## src/rtl/fifo_sync_param_if.sv

```systemverilog
// fifo_sync_param_if: handshake and status bundle between a producer/consumer
// and the fifo_sync_param block. WIDTH is the data width, ADDR the pointer
// width (occupancy count is ADDR+1 bits).
interface fifo_sync_param_if #(
    parameter int WIDTH = 8,
    parameter int ADDR  = 3
);
    logic             wen;
    logic             ren;
    logic [WIDTH-1:0] data_in;
    logic [WIDTH-1:0] data_out;
    logic             full;
    logic             empty;
    logic             almost_full;
    logic             almost_empty;
    logic [ADDR:0]    count;
    logic             overflow;
    logic             underflow;

    // Producer/consumer side: issues requests and write data, observes status.
    modport master (
        output wen,
        output ren,
        output data_in,
        input  data_out,
        input  full,
        input  empty,
        input  almost_full,
        input  almost_empty,
        input  count,
        input  overflow,
        input  underflow
    );

    // FIFO side: accepts requests, drives data and status.
    modport slave (
        input  wen,
        input  ren,
        input  data_in,
        output data_out,
        output full,
        output empty,
        output almost_full,
        output almost_empty,
        output count,
        output overflow,
        output underflow
    );
endinterface

```

## src/rtl/fifo_sync_param.sv

```systemverilog
// fifo_sync_param: parametrised single-clock FIFO with occupancy count,
// programmable almost-full/almost-empty thresholds and one-cycle
// overflow/underflow pulses for rejected accesses.
// Optional feature macro FIFO_FWFT_EN: when defined, data_out shows the head
// word combinationally (first-word-fall-through) and ren acts as a pop; when
// undefined, data_out is a register loaded on each accepted read.
// A read and a write in the same cycle at full both proceed (the freed slot is
// rewritten); at empty only the write proceeds and underflow pulses.
module fifo_sync_param #(
    parameter int WIDTH    = 8,
    parameter int DEPTH    = 8,
    parameter int ADDR     = 3,
    parameter int AF_LEVEL = 6,
    parameter int AE_LEVEL = 2
) (
    input  logic             clk,
    input  logic             reset,
    fifo_sync_param_if.slave bus
);

    localparam logic [ADDR:0]   CNT_FULL = (ADDR+1)'(DEPTH);
    localparam logic [ADDR:0]   CNT_AF   = (ADDR+1)'(AF_LEVEL);
    localparam logic [ADDR:0]   CNT_AE   = (ADDR+1)'(AE_LEVEL);
    localparam logic [ADDR:0]   CNT_ONE  = (ADDR+1)'(1);
    localparam logic [ADDR-1:0] PTR_ONE  = ADDR'(1);

    logic [WIDTH-1:0] mem [DEPTH];

    logic [ADDR-1:0]  wrPtr_q, wrPtr_d;
    logic [ADDR-1:0]  rdPtr_q, rdPtr_d;
    logic [ADDR:0]    count_q, count_d;
    logic             overflow_q, overflow_d;
    logic             underflow_q, underflow_d;

    logic             isFull;
    logic             isEmpty;
    logic             rdAcc;
    logic             wrAcc;

    assign isFull  = (count_q == CNT_FULL);
    assign isEmpty = (count_q == '0);
    assign rdAcc   = bus.ren && !isEmpty;
    assign wrAcc   = bus.wen && (!isFull || rdAcc);

    // Next-state for pointers, occupancy and the error pulses.
    always_comb begin
        wrPtr_d     = wrPtr_q;
        rdPtr_d     = rdPtr_q;
        count_d     = count_q;
        overflow_d  = bus.wen && isFull && !rdAcc;
        underflow_d = bus.ren && isEmpty;
        if (wrAcc) begin
            wrPtr_d = wrPtr_q + PTR_ONE;
        end
        if (rdAcc) begin
            rdPtr_d = rdPtr_q + PTR_ONE;
        end
        if (wrAcc && !rdAcc) begin
            count_d = count_q + CNT_ONE;
        end else if (rdAcc && !wrAcc) begin
            count_d = count_q - CNT_ONE;
        end
    end

    // Control state register; reset discards contents and ignores same-cycle requests.
    always_ff @(posedge clk) begin
        if (reset) begin
            wrPtr_q     <= '0;
            rdPtr_q     <= '0;
            count_q     <= '0;
            overflow_q  <= 1'b0;
            underflow_q <= 1'b0;
        end else begin
            wrPtr_q     <= wrPtr_d;
            rdPtr_q     <= rdPtr_d;
            count_q     <= count_d;
            overflow_q  <= overflow_d;
            underflow_q <= underflow_d;
        end
    end

    // Storage array: not reset, written only on an accepted write.
    always_ff @(posedge clk) begin
        if (!reset && wrAcc) begin
            mem[wrPtr_q] <= bus.data_in;
        end
    end

`ifdef FIFO_FWFT_EN
    assign bus.data_out = mem[rdPtr_q];
`else
    logic [WIDTH-1:0] dataOut_q;

    // Registered read data: loads the head word on an accepted read, else holds.
    always_ff @(posedge clk) begin
        if (reset) begin
            dataOut_q <= '0;
        end else if (rdAcc) begin
            dataOut_q <= mem[rdPtr_q];
        end
    end

    assign bus.data_out = dataOut_q;
`endif

    assign bus.count        = count_q;
    assign bus.full         = isFull;
    assign bus.empty        = isEmpty;
    assign bus.almost_full  = (count_q >= CNT_AF);
    assign bus.almost_empty = (count_q <= CNT_AE);
    assign bus.overflow     = overflow_q;
    assign bus.underflow    = underflow_q;

endmodule

```

## src/flat_wrapper.sv

```systemverilog
// flat-port wrapper written by rule: the top's interface ports become plain ports
module fifo_sync_param_flat 
#(
    parameter int WIDTH    = 8,
    parameter int DEPTH    = 8,
    parameter int ADDR     = 3,
    parameter int AF_LEVEL = 6,
    parameter int AE_LEVEL = 2
)
  (clk, reset, bus_wen, bus_ren, bus_data_in, bus_data_out, bus_full, bus_empty, bus_almost_full, bus_almost_empty, bus_count, bus_overflow, bus_underflow);
  fifo_sync_param_if #(.WIDTH(WIDTH), .ADDR(ADDR)) bus_i ();
  input  logic clk;
  input  logic reset;
  input wire logic [$bits(bus_i.wen)-1:0] bus_wen;
  input wire logic [$bits(bus_i.ren)-1:0] bus_ren;
  input wire logic [$bits(bus_i.data_in)-1:0] bus_data_in;
  output wire logic [$bits(bus_i.data_out)-1:0] bus_data_out;
  output wire logic [$bits(bus_i.full)-1:0] bus_full;
  output wire logic [$bits(bus_i.empty)-1:0] bus_empty;
  output wire logic [$bits(bus_i.almost_full)-1:0] bus_almost_full;
  output wire logic [$bits(bus_i.almost_empty)-1:0] bus_almost_empty;
  output wire logic [$bits(bus_i.count)-1:0] bus_count;
  output wire logic [$bits(bus_i.overflow)-1:0] bus_overflow;
  output wire logic [$bits(bus_i.underflow)-1:0] bus_underflow;
  assign bus_i.wen = bus_wen;
  assign bus_i.ren = bus_ren;
  assign bus_i.data_in = bus_data_in;
  assign bus_data_out = bus_i.data_out;
  assign bus_full = bus_i.full;
  assign bus_empty = bus_i.empty;
  assign bus_almost_full = bus_i.almost_full;
  assign bus_almost_empty = bus_i.almost_empty;
  assign bus_count = bus_i.count;
  assign bus_overflow = bus_i.overflow;
  assign bus_underflow = bus_i.underflow;
  fifo_sync_param #(.WIDTH(WIDTH), .DEPTH(DEPTH), .ADDR(ADDR), .AF_LEVEL(AF_LEVEL), .AE_LEVEL(AE_LEVEL)) u_core (.clk(clk), .reset(reset), .bus(bus_i));
endmodule
```

## config.mk

```make
export PLATFORM = sky130hd
export DESIGN_NAME = fifo_sync_param_flat
export DESIGN_NICKNAME = d
export VERILOG_FILES = /design/src/rtl/fifo_sync_param_if.sv /design/src/rtl/fifo_sync_param.sv /design/src/flat_wrapper.sv
export SDC_FILE = /design/constraint.sdc
export NUM_CORES = 1
export LEC_CHECK = 0
export CAP_MARGIN = 20
export CORE_MARGIN = 1.5
export CORE_UTILIZATION = 56
export DETAILED_ROUTE_END_ITERATION = 7
export PLACE_DENSITY = 0.89
export SYNTH_ARGS = -nofsm -noshare
export SYNTH_HDL_FRONTEND = slang
export SYNTH_SLANG_ARGS = --single-unit
```

## constraint.sdc

```tcl
create_clock -name clk -period 3.1 [get_ports clk]
set_clock_uncertainty 0.15 [all_clocks]
set_input_delay 0.93 -clock clk [delete_from_list [all_inputs] [get_ports clk]]
set_output_delay 0.93 -clock clk [all_outputs]
set_load 0.02 [all_outputs]
```

# After elaboration in Yosys (flattened, before gate mapping)
# Memories as Yosys holds them, arrays and structs flattened. A register that Yosys moved wholly into a read port is not among the register bits.
# Index checks and enable logic that the tools add are counted.
# totals
reg_bits,12
ram_bits,64
input_bits,12
output_inout_bits,18
word_cells,33
n_memories,1
# op_classes
addsub,4
n_lt_le_gt_ge,2
eq_ne,1
mux,4
n_reduce_logical,16
# mem_list
memory,words,width,read_ports,rd_ports_with_merged_regs,write_ports,line_no,source
u_core.mem,8,8,1,1,1,fifo_sync_param.sv:27,logic [WIDTH-1:0] mem [DEPTH];
# ops
op,count
$logic_and A1 B1 Y1,8
$mux W4,2
$add A3 B1 Y3 const B,2
$logic_not A1 Y1,5
$add A4 B1 Y4 const B,1
$eq A4 B4 Y1 const B,1
$ge A4 B3 Y1 const B,1
$le A4 B2 Y1 const B,1
$logic_not A4 Y1,1
$sub A4 B1 Y4 const B,1
$mux W1,2
$reduce_bool A2 Y1,1
$logic_or A1 B1 Y1,1

# Logic depth before layout (Yosys ltp)
# logic_depth
ltp_word,9
mapped_depth,10

# Worst setup path after synthesis
# OpenSTA, ideal clock, no wires.
# synth_path
kind,register to register
from,register u_core.count_q[3] (netlist: u_core.bus.count[3])
to,register u_core.count_q[3] (netlist: u_core.bus.count[3])
setup_ns,0.121
arrival_ns,2.624
required_time_ns,2.829
setup_slack_ns,0.206
stages_incl_launch_ff,11
n_path_buf,0
synth_period_minus_slack_ns,2.894
path_cell_list,dfxtp_1 -> or4b_4 -> o21ai_4 -> inv_4 -> ha_1 -> inv_1 -> ha_1 -> a21oi_1 -> a211oi_1 -> a31oi_1 -> mux2_2
# synth_via
elab_chain_cells,8
elab_cells_between_ends,16
cone_classes,add/sub: 2; eq/ne: 1; mux: 2; reduce/logical: 11
# synth_lines
element,line_no,source
start: declaration,fifo_sync_param.sv:31,"logic [ADDR:0] count_q, count_d;"
start signal: assignment,fifo_sync_param.sv:76,count_q <= count_d;
"parallel branches: the longest is 8 deep, another holds $sub A4 B1 Y4",-,
# Parallel ways; which one is timed is not known. The select of a mux whose other input is x is not followed.
# A chain may end at the register's enable or synchronous reset.

# Worst setup path after layout
# layout_path
from,register u_core.count_q[0] (netlist: u_core.bus.count[0])
to,output bus_empty
# layout_via
elab_chain_cells,1
# layout_lines
element,line_no,source
$logic_not A4 Y1,fifo_sync_param.sv:41,assign isEmpty = (count_q == '0);
end: declaration,flat_wrapper.sv:19,output wire logic [$bits(bus_i.empty)-1:0] bus_empty;
# No other way between the ends.

==> reports/results.txt <==
Status - complete, no violations
Min-delay src - u_core.bus.data_out[2]$_SDFFE_PP0N_
Die area - 6450 um2
CP endpoint kind - output port
Mux contribution to synthesized area - 11.4%
Synth Flop Type - edfxtp_1
Netlist cell types - 37
Final period util - 95.3%
CP Buf/Inv Count - 2
Syn Area/Cell - 16.7 um2
Hold endpoint - u_core.bus.data_out[2]$_SDFFE_PP0N_
Hold Crit Class - reg -> reg
Placed cell areas - 3850 um2
Core box area - 5640 um2
DR WL/cell - 18.7 um
Layout Utilization - 71.5%
Largest family of logic cells by synthesized area - multiplexers
First-pass GRT wire length - 9810 um
FF+latch count, synth - 84
R2R depth - 10
GR Util met3 - 6.14%
CP Data Arrival Time - 1.87 ns
Worst Setup Start Kind - flip-flop
Max FO, Critical Path - 7
Post-synthesis compound-gate area fraction - 4.04%
Vias in the first global route - 1869
I/O pin cnt - 30
CP Data Required Time - 2.02 ns
Row Count - 27
Post-synthesis sequential area ratio - 69.4%
I/O Buffers - 29
Hold_buf cts - 0
Tmin final - 2.95 ns
Worst r2r src - u_core.bus.count[1]$_SDFFE_PP0P_
WHS Path Cells - 2
CTS Root Cell - clkbuf_8
Fmax - 0.339 GHz
Crit Path Category - reg -> out
End of the worst register-to-register path - u_core.bus.count[3]$_SDFFE_PP0P_
EDFF count, synth - 64
RSZ-0062 raised after global routing - false
Diode count - 0
Longest Clk Path Bufs - 2
R2R Setup Slk - 0.23 ns
Die extent in x - 80.3 um
Via density - 5.80
ANT nets after route - 0
Fin. max-slew vios - 0
Initial core utilization - 59.3%
Initial antenna violation count - 0
Clk slew on worst S/H paths - 0.09 ns
Final setup violating endpoints - 0
Worst skew pair latency - 0.36 ns
Post-synthesis xor/xnor area fraction - 1.80%
DR pass1 iterations - 4
Fillers - 346
Share of layout cells above drive strength 1 - 27.4%
CTS buffer count - 9
Finished Cell Area - 4030 um2
Number of DRC markers in iteration 0 - 150
Cell area after synthesis - 3350 um2
Gpl congestion - 0.811
GR Layer Usage met1 - 27.8%
Tot Pwr - 3.10 mW
GR Util All Layers - 22.0%
Post-Syn Instances - 200
DR vias - 1921
Die Height - 80.3 um
Rel. slew slack - 43.0%
Area share of fa/ha/maj cells after synthesis - 2.47%
DRC Markers - 0
Ys Warns - 0
Nets - 272
Max capacitance violation total - 0
Area Growth Syn to Fin - 20.6%
Post-Route WL - 6180 um
LEAKAGE - 1.40 nW
CP peak stage delay - 0.68 ns
Gr busiest metal - met2
Largest net degree at the start of global routing - 19
CP max stage cell - clkdlybuf4s50_1
Post-DP HPWL - 3980 um
Pwr Density - 768 nW/um2
Final hold violations - 0
Async S/R FF share, synth - 0%
Crit path cell chain - buf_4, nor4_1, clkdlybuf4s50_1
CP delay by family, top - buffers and inverters
TritonCTS clock tree - yes
Grt ovf - 0
Worst vdd ir - 496 uV
Simple logic cell fraction of the synthesized area - 8.45%
Post-Synthesis Net Count - 218
M2 GR Usage - 35.4%
Worst-Margin Slew - 0.854 ns
# clock sinks - 84
CTS H-tree depth - 3
==> per-stage QoR <==
step | TNS, ns | cells | hold WS (ns) | setup slack [ns]
after floorplan | 0 | 200 | 0.350 | 0.206
after global placement | -0.184 | 315 | 0.329 | -0.184
after detailed placement | -0.320 | 315 | 0.336 | -0.320
after CTS | 0 | 331 | 0.354 | 0.0605
after global routing | 0 | 331 | 0.377 | 0.0602
final | 0 | 331 | 0.352 | 0.147
==> placed cells by master, fill, tap and decap left out, types with 2 or more instances in the layout <==
cell and count:
inv_6 2, nor4_1 2, a211oi_1 2, inv_1 3, nand2_2 2, o22ai_1 8, xor2_1 3, ha_1 5
nand2_1 7, edfxtp_1 64, nor2_1 23, nor3_1 6, xnor2_1 2, clkbuf_8 9, clkinv_4 2, mux4_2 16
clkdlybuf4s50_1 27, nor3_2 5, dfxtp_1 19, a21oi_1 4, buf_4 24
==> power by group <==
part	total [mW]	switching (mW)	internal (mW)
Clock	0.709	0.406	0.303
Sequential	1.39	0.0845	1.31
Combinational	0.996	0.481	0.515
==> Yosys cell counts (all sizes together) (2+ instances only) <==
| cell | n | area (um2) |
|---|---|---|
| mux4 | 16 | 360 |
| clkbuf | 3 | 11.3 |
| nor4b | 2 | 17.5 |
| ha | 5 | 62.6 |
| o22ai | 8 | 50.1 |
| buf | 7 | 52.5 |
| a211oi | 2 | 15.0 |
| nand2 | 9 | 38.8 |
| inv | 4 | 17.5 |
| dfxtp | 20 | 400 |
| a21oi | 4 | 20.0 |
| edfxtp | 64 | 1920 |
| nor4 | 2 | 12.5 |
| xnor2 | 3 | 33.8 |
| nor2 | 23 | 86.3 |
| nor3 | 11 | 80.1 |
| xor2 | 3 | 26.3 |
==> routing by layer <==
metal | vias to the layer above | part of all wire, %
met3 | 11 | 4.8
li1 | 879 | -
met4 | 0 | 1.7
met2 | 49 | 51
met5 | - | 0
met1 | 982 | 43
==> kinds of logic after synthesis <==
group                    Yosys count
multiplexers                      18
AND/OR/NAND/NOR                   53
buffers and inverters             14
AO/OA/AOI/OAI                     19
flip-flops                        84
XOR/XNOR                           6
adder cells (fa/ha/maj)            6
==> how the worst max path moves through the flow <==
stage,start,endpoint,cells after the start
floorplan,u_core.bus.count[3]$_SDFFE_PP0P_,u_core.bus.count[3]$_SDFFE_PP0P_,10
global placement,bus_ren,u_core.bus.count[3]$_SDFFE_PP0P_,10
detailed placement,bus_ren,u_core.bus.count[3]$_SDFFE_PP0P_,10
CTS,bus_ren,u_core.bus.count[3]$_SDFFE_PP0P_,10
global route,u_core.bus.count[0]$_SDFFE_PP0P_,bus_empty,3
finish,u_core.bus.count[0]$_SDFFE_PP0P_,bus_empty,3
==> cell type report <==
| cell class | instances | area [um2] | area share [%] |
|---|---|---|---|
| tap | 72 | 90.1 | 2.23 |
| sequential | 84 | 2320 | 57.6 |
| timing repair buffer | 53 | 472 | 11.7 |
| clock inverter | 7 | 58.8 | 1.46 |
| multi-input combinational | 102 | 948 | 23.5 |
| inverter | 4 | 17.5 | 0.434 |
| clock buffer | 9 | 124 | 3.07 |
==> timing repair <==
| item | CTS | global route |
|---|---|---|
| buffers inserted | 0 | 0 |
| pin swaps | 0 | 0 |
| hold endpoints to repair | 0 | 0 |
| resized for setup | 2 | 1 |
| endpoints found under the setup margin | 1 | 1 |
==> state kept, by name, summed over array words and instances, names as in the netlist <==
name                  flops
u_core.wrPtr_q            3
u_core.bus.count          4
u_core.mem               64
u_core.rdPtr_q            3
u_core.bus.data_out       8
u_core.bus.underflow      1
u_core.bus.overflow       1
==> worst register-to-register path: stages, from the launching register on <==
cell	delay, ns
dfxtp_1	0.42
or4b_4	0.60
o21ai_4	0.18
inv_4	0.04
ha_1	0.19
inv_1	0.09
ha_1	0.27
a21oi_1	0.19
a211oi_1	0.10
a31oi_1	0.19
mux2_2	0.35
No activity file was read; power rests on OpenSTA's default activity.
